## config.mk

```make
export PLATFORM = sky130hd
export DESIGN_NAME = cpu_ctrl_seq
export DESIGN_NICKNAME = d
export VERILOG_FILES = /design/src/rtl/cpu_ctrl_seq.sv
export SDC_FILE = /design/constraint.sdc
export NUM_CORES = 1
export LEC_CHECK = 0
export CORE_MARGIN = 2
export CORE_UTILIZATION = 36
export CTS_BUF_LIST = sky130_fd_sc_hd__clkbuf_4 sky130_fd_sc_hd__clkbuf_8 sky130_fd_sc_hd__clkbuf_16
export DETAILED_ROUTE_END_ITERATION = 8
export PLACE_DENSITY = 0.68
export SYNTH_ARGS = -nofsm -noshare
export SYNTH_HDL_FRONTEND = slang
export SYNTH_SLANG_ARGS = --single-unit
```

## constraint.sdc

```tcl
create_clock -name clk -period 1.7 [get_ports clk]
set_input_delay 0.34 -clock clk [delete_from_list [all_inputs] [get_ports clk]]
set_output_delay 0.34 -clock clk [all_outputs]
set_load 0.05 [all_outputs]
```

## src/rtl/cpu_ctrl_seq.sv

```systemverilog
// Eight-phase control sequencer for the RISC CPU with retired-instruction counter.
// Optional single-step gating at phase 0 is enabled by defining CTRL_SINGLE_STEP_EN.
`timescale 1ns/1ps
module cpu_ctrl_seq #(
  parameter int unsigned CNT_W      = 16,
  parameter bit          HLT_STICKY = 1'b1
) (
  input  logic             clk,
  input  logic             rst,
  input  logic [2:0]       opcd,
  input  logic             zero,
  input  logic             resume,
`ifdef CTRL_SINGLE_STEP_EN
  input  logic             step,
`endif
  output logic             sel,
  output logic             rd,
  output logic             wr,
  output logic             ldir,
  output logic             inc_pc,
  output logic             ldpc,
  output logic             ldac,
  output logic             data_e,
  output logic             halt,
  output logic [2:0]       phase,
  output logic [CNT_W-1:0] icount
);

  typedef enum logic [2:0] {
    INST_ADDR  = 3'd0,
    INST_FETCH = 3'd1,
    INST_LOAD  = 3'd2,
    IDLE       = 3'd3,
    OP_ADDR    = 3'd4,
    OP_FETCH   = 3'd5,
    ALU_OP     = 3'd6,
    STORE      = 3'd7
  } phase_e;

  localparam logic [2:0] OP_HLT = 3'd0;
  localparam logic [2:0] OP_SKZ = 3'd1;
  localparam logic [2:0] OP_ADD = 3'd2;
  localparam logic [2:0] OP_AND = 3'd3;
  localparam logic [2:0] OP_XOR = 3'd4;
  localparam logic [2:0] OP_LDA = 3'd5;
  localparam logic [2:0] OP_STO = 3'd6;
  localparam logic [2:0] OP_JMP = 3'd7;

  phase_e           state;
  logic             halted;
  logic [CNT_W-1:0] icount_q;
  logic [2:0]       phase_nxt;
  logic             advance;
  logic             is_hlt;
  logic             is_skz;
  logic             is_sto;
  logic             is_jmp;
  logic             is_alu;

  assign is_hlt    = (opcd == OP_HLT);
  assign is_skz    = (opcd == OP_SKZ);
  assign is_sto    = (opcd == OP_STO);
  assign is_jmp    = (opcd == OP_JMP);
  assign is_alu    = (opcd == OP_ADD) || (opcd == OP_AND) ||
                     (opcd == OP_XOR) || (opcd == OP_LDA);
  assign phase_nxt = state + 3'd1;

  // Phase 0 waits for a step pulse when single-stepping is built in.
`ifdef CTRL_SINGLE_STEP_EN
  assign advance = (state != INST_ADDR) || step;
`else
  assign advance = 1'b1;
`endif

  // Phase sequencing, halt capture and instruction retirement count.
  always_ff @(posedge clk or posedge rst) begin
    if (rst) begin
      state    <= INST_ADDR;
      halted   <= 1'b0;
      icount_q <= '0;
    end else if (halted) begin
      if (!HLT_STICKY && resume) begin
        halted <= 1'b0;
        state  <= OP_FETCH;
      end
    end else if (state == OP_ADDR && is_hlt) begin
      halted <= 1'b1;
    end else if (advance) begin
      state <= phase_e'(phase_nxt);
      if (state == STORE) icount_q <= icount_q + CNT_W'(1);
    end
  end

  // Strobe decode from phase, opcode, zero flag and halt state.
  always_comb begin
    sel    = 1'b0;
    rd     = 1'b0;
    wr     = 1'b0;
    ldir   = 1'b0;
    inc_pc = 1'b0;
    ldpc   = 1'b0;
    ldac   = 1'b0;
    data_e = 1'b0;
    halt   = 1'b0;
    if (halted) begin
      halt = 1'b1;
    end else begin
      case (state)
        INST_ADDR:  sel = 1'b1;
        INST_FETCH: begin sel = 1'b1; rd = 1'b1; end
        INST_LOAD,
        IDLE:       begin sel = 1'b1; rd = 1'b1; ldir = 1'b1; end
        OP_ADDR:    begin inc_pc = 1'b1; halt = is_hlt; end
        OP_FETCH:   rd = is_alu;
        ALU_OP: begin
          rd     = is_alu;
          inc_pc = is_skz && zero;
          ldpc   = is_jmp;
          data_e = is_sto;
        end
        STORE: begin
          rd     = is_alu;
          ldac   = is_alu;
          inc_pc = is_jmp;
          ldpc   = is_jmp;
          wr     = is_sto;
          data_e = is_sto;
        end
        default: ;
      endcase
    end
  end

  assign phase  = state;
  assign icount = icount_q;

endmodule

```

## Yosys cells after proc, flatten, opt, wreduce, memory -nomap -nowiden

Cells that the tools add are included.

| storage, ports and cells | value |
|---|---|
| register bits after elaboration | 20 |
| latch bits | 0 |
| RAM bits | 0 |
| memory bits (read-only) | 0 |
| bits of input ports | 7 |
| output and inout port bits | 28 |
| logic and storage cells | 55 |
| memories kept | 0 |

| operators by class | value |
|---|---|
| $add $sub $neg | 2 |
| multipliers | 0 |
| divide/modulo/power cells | 0 |
| magnitude comparators | 0 |
| equal/unequal tests | 14 |
| shift-type cells | 0 |
| multiplexer cells | 20 |
| bitwise gates (word level) | 2 |
| reductions and logical operators | 14 |

Operators by type and width:

| cell | number |
|---|---|
| == test 3 bit (second input constant) | 8 |
| two-way mux 1 bit | 18 |
| adder 16 x 1 -> 16 bit (second input constant) | 1 |
| == test 3 x 2 -> 1 bit (second input constant) | 4 |
| == test 3 x 1 -> 1 bit (second input constant) | 2 |
| zero test 3 bit | 2 |
| OR reduction 3 bit | 2 |
| OR reduction 2 bit | 2 |
| OR reduction 4 bit | 1 |
| adder 3 x 1 -> 3 bit (second input constant) | 1 |
| logical OR 1 bit | 3 |
| case mux 1 bit (3 select lines) | 1 |
| AND reduction 3 bit | 1 |
| logical AND 1 bit | 2 |
| inverter 1 bit | 2 |
| case mux 1 bit (2 select lines) | 1 |
| AND reduction 2 bit | 1 |

## Logic depth before layout (Yosys ltp)

| depth | value |
|---|---|
| word-level depth | 6 |
| mapped depth | 6 |
| depth with buffers taken out | 6 |

## Least setup slack after synthesis

Ideal clock, no wire load.

| timing path | value |
|---|---|
| kind | reg-to-output |
| start | reg state[0], in the netlist phase[0] |
| end | out ldpc |
| data arrival time | 2.882 ns |
| required time | 1.360 ns |
| slack | -1.522 ns |
| stages on the path, launching flop included | 5 |
| buffers on the path | 0 |
| cells stage by stage | dfrtp_1 > ha_1 > ha_1 > a21oi_1 > nor4b_1 |

| between the ends | value |
|---|---|
| longest elaborated chain between the ends | 4 |
| elaborated cells between the ends (all ways) | 5 |
| classes of those cells | eq/ne: 2; mux: 2; reduce/logical: 1 |

Ends and longest elaborated chain:

| element | RTL line | text |
|---|---|---|
| start: declaration | 49 | `phase_e state;` |
| start signal: assignment | 89 | `state <= phase_e'(phase_nxt);` |
| == test 3 bit | 108 | `case (state)` |
| OR reduction 2 bit (no source line) (*) | -- |  |
| two-way mux 1 bit (*) | 108 |  |
| two-way mux 1 bit (*) | 105 | `if (halted) begin` |
| end: declaration | 21 | `output logic ldpc,` |

Every way passes the cells marked *; elsewhere a longest branch is shown, timed or not.

## Final worst setup path

| timing path | value |
|---|---|
| start | reg state[1], in the netlist phase[1] |
| end | out inc_pc |

| between the ends | value |
|---|---|
| longest elaborated chain between the ends | 3 |
| elaborated cells between the ends (all ways) | 5 |
| classes of those cells | eq/ne: 3; mux: 2 |

Ends and longest elaborated chain:

| element | RTL line | text |
|---|---|---|
| == test 3 bit | 108 |  |
| case mux 1 bit (3 select lines) (*) | 108 |  |
| two-way mux 1 bit (*) | 105 |  |
| end: declaration | 20 | `output logic inc_pc,` |

Marked as above.

==> metrics.csv <==
stage;metric;value;unit
floorplanning;Initial Util;37.0;%
drt;DRC errors left;0;
clock_network;TritonCTS Sinks;20;
global_route;GRT Total Usage;17.4;%
critical_path;Crit path max-delay family;flip-flops;
placed_design;dpl cell area;0.00181;mm2
placed_design;dpl hpwl;2.10;mm
layout;design area;0.00200;mm2
yosys;Netlist cell types;27;
yosys;Synth top area share;45.0;%
job;Max-Cap Viols;0;
clock_network;Num CTS Buffers;3;
yosys;Syn Area/Cell;10.6;um2
timing;final setup margin;-0.360;ns
clock_network;Clock Tree Buf Depth;2;
critical_path;reg-to-reg critical path startpoint;phase[1];
clock_network;htree depth;1;
critical_path;R2R cell count;9;
layout;commonest non-fill, non-tap cell in the layout;buf_4;
critical_path;crit start category;register;
floorplanning;Site Rows;20;
floorplanning;DIE WIDTH;59.6;um
drt;Routed Antenna Nets;0;
yosys;Area contributors post-synth;dfrtp_1 45%, xnor2_1 13%, ha_1 7.9%;
yosys;FF+latch count, synth;20;
timing;unrepaired setup endpoints after global routing;true;
global_route;first-pass GRT wire length;4.71;mm
layout;Layout area overhead;80.1;%
timing;clock skew;0.00110;ns
timing;final hold vios;0;
critical_path;WP depth;7;
global_route;antenna violations before repair;0;
critical_path;Crit path arrival time;1.72;ns
yosys;Cells after Synth;105;
drt;wire per inst;15.0;um
drt;Detailed Route WL;2.98;mm
status;violated checks;setup timing;
timing;setup TNS;-3.12;ns
yosys;Seq/Total Area, Yosys;45.0;%
clock_network;worst skew pair latency;0.30;ns
critical_path;CP max FO;6;
drt;vias per cell;5.12;
clock_network;CTS tree;done;
power_and_ir_drop;VDD IR max;570;uV
critical_path;slowest stage cell on the critical path;dfrtp_2;
timing;Worst-Margin Slew;0.376;ns
yosys;cell area after synthesis;0.00111;mm2
critical_path;crit-path cells;buf_6 -> ha_4 -> nand3_1 -> nor3_2 -> o21ai_2 -> a21oi_4 -> buf_12;
timing;f_max;0.486;GHz
layout;share of layout cells above drive strength 1;55.4;%
power_and_ir_drop;P per Cell Area;1670;mW/mm2
critical_path;critical path buffer and inverter count;2;
timing;Tmin final;2.06;ns
global_route;largest net degree at the start of global routing;21;
power_and_ir_drop;Pleak;0.863;nW
drt;vias post-DR;1018;
layout;Antenna diodes;0;
drt;Iter 0 DRT Violations;34;
global_route;total grt overflow;0;
yosys;post-synth top area cell;dfrtp_1;
global_route;number of global-route vias before repair;1018;
status;status;finished with violations;
placed_design;Buffers on Ports;33;
timing;fin. max-slew vios;0;
layout;fin nets;181;
critical_path;slowest stage delay, CP;0.44;ns
layout;Util after Layout;66.7;%
floorplanning;io pins;35;
critical_path;Critical Path RT;1.36;ns
yosys;syn_nets;119;
critical_path;Critical Path Start;phase[1];
layout;most frequent cells in the layout;41 x buf_4, 17 x dfrtp_1, 16 x xnor2_1;
floorplanning;Die H;59.6;um
timing;Final period util;121;%
floorplanning;core footprint;0.00300;mm2
floorplanning;Die ar.;0.00355;mm2
critical_path;crit end category;output port;
clock_network;Clk pin slew, worst setup/hold paths;0.11;ns
min_path;hold crit path type;primary input to async pin;
timing;max_slew headroom;74.8;%
timing;final setup fails;17;
yosys;Synth Warn #;0;
critical_path;WS Path Type;register to output port;
placed_design;Final GP Congestion;0.798;
drt;Initial DRT Pass Iterations;4;
clock_network;root buf cell;clkbuf_4;
where the power goes:
part           switching, mW  total (mW)  internal (mW)
Combinational           1.23        2.24           1.02
Sequential             0.131       0.711          0.580
Clock                  0.149       0.388          0.238
layer usage:
layer / GRT usage (%) / vias up / wire [um]
li1: - / 498 / -
met1: 22.1 / 488 / 1190
met2: 31.1 / 28 / 1640
met3: 1.53 / 4 / 117
met4: 5.71 / 0 / 28
met5: 0 / - / 0
Yosys cell counts:
| cell | n |
|---|---|
| buf_2 | 1 |
| a211oi_2 | 1 |
| xnor2_1 | 16 |
| ha_1 | 7 |
| and2_1 | 2 |
| nor4b_1 | 1 |
| buf_6 | 1 |
| nand3_1 | 4 |
| nor3_1 | 2 |
| o21ai_0 | 3 |
| o31ai_1 | 2 |
| inv_1 | 6 |
| mux2_2 | 1 |
| xor2_1 | 1 |
| nand2_1 | 6 |
| nand2b_4 | 1 |
| a21oi_2 | 1 |
| and4_1 | 3 |
| nand2b_1 | 1 |
| nor4_1 | 1 |
| and3_1 | 2 |
| nor2_1 | 3 |
| nand4_1 | 9 |
| nor4b_4 | 1 |
| a21oi_1 | 8 |
| dfrtp_1 | 20 |
| clkbuf_1 | 1 |
cell type report:
cell class / count / area, um2
repair buffers: 59 / 589
well taps: 33 / 41.3
clock buffers: 3 / 22.5
fillers: 245 / 1000
multi-input cells: 77 / 791
flip-flops and latches: 20 / 504
inverters: 6 / 25.0
clock inverters: 1 / 30.0
metrics by stage:
step | hold slack (ns) | setup WS (ns) | total power [mW] | std cells
floorplan | 0.304 | -0.266 | 1.88 | 105
global placement | 0.469 | -0.360 | 2.60 | 187
detailed placement | 0.469 | -0.399 | 2.65 | 187
CTS | 0.373 | -0.332 | 3.17 | 195
global route | 0.379 | -0.469 | 3.51 | 199
finish | 0.371 | -0.360 | 3.34 | 199
timing repair:
item                                    CTS  global route
endpoints found under the setup margin   24            25
setup buffers                             4             3
pin swaps                                 8             9
hold buffers                              0             0
cloned                                    0             1
resized for setup                        13            10
tightest hold or removal path, stage by stage:
cell and delay [ns]:
clkdlybuf4s50_1 0.41, inv_1 0.06, buf_4 0.26
worst paths after layout:
kind | end | slack (ns)
hold / removal | icount[13] | 0.37
setup / recovery | inc_pc | -0.36
setup reg to reg | icount[9] | -0.10
hold reg to reg | icount[15] | 0.49
max in group asynchronous | phase[1] | 1.11
min in group clk | icount[15] | 0.49
sequential cells by signal, indices dropped and copies added (netlist names):
register	cells
icount	16
phase	3
halted	1
logic make-up after synthesis:
family	after synthesis	synth area share (%)
mux	1	1.01
compound gates	15	8.21
buf+inv	9	3.82
simple gates	36	20.7
xor+xnor	17	13.4
flops	20	45.0
fa+ha+maj	7	7.87
(Power assumes the default switching activity.)
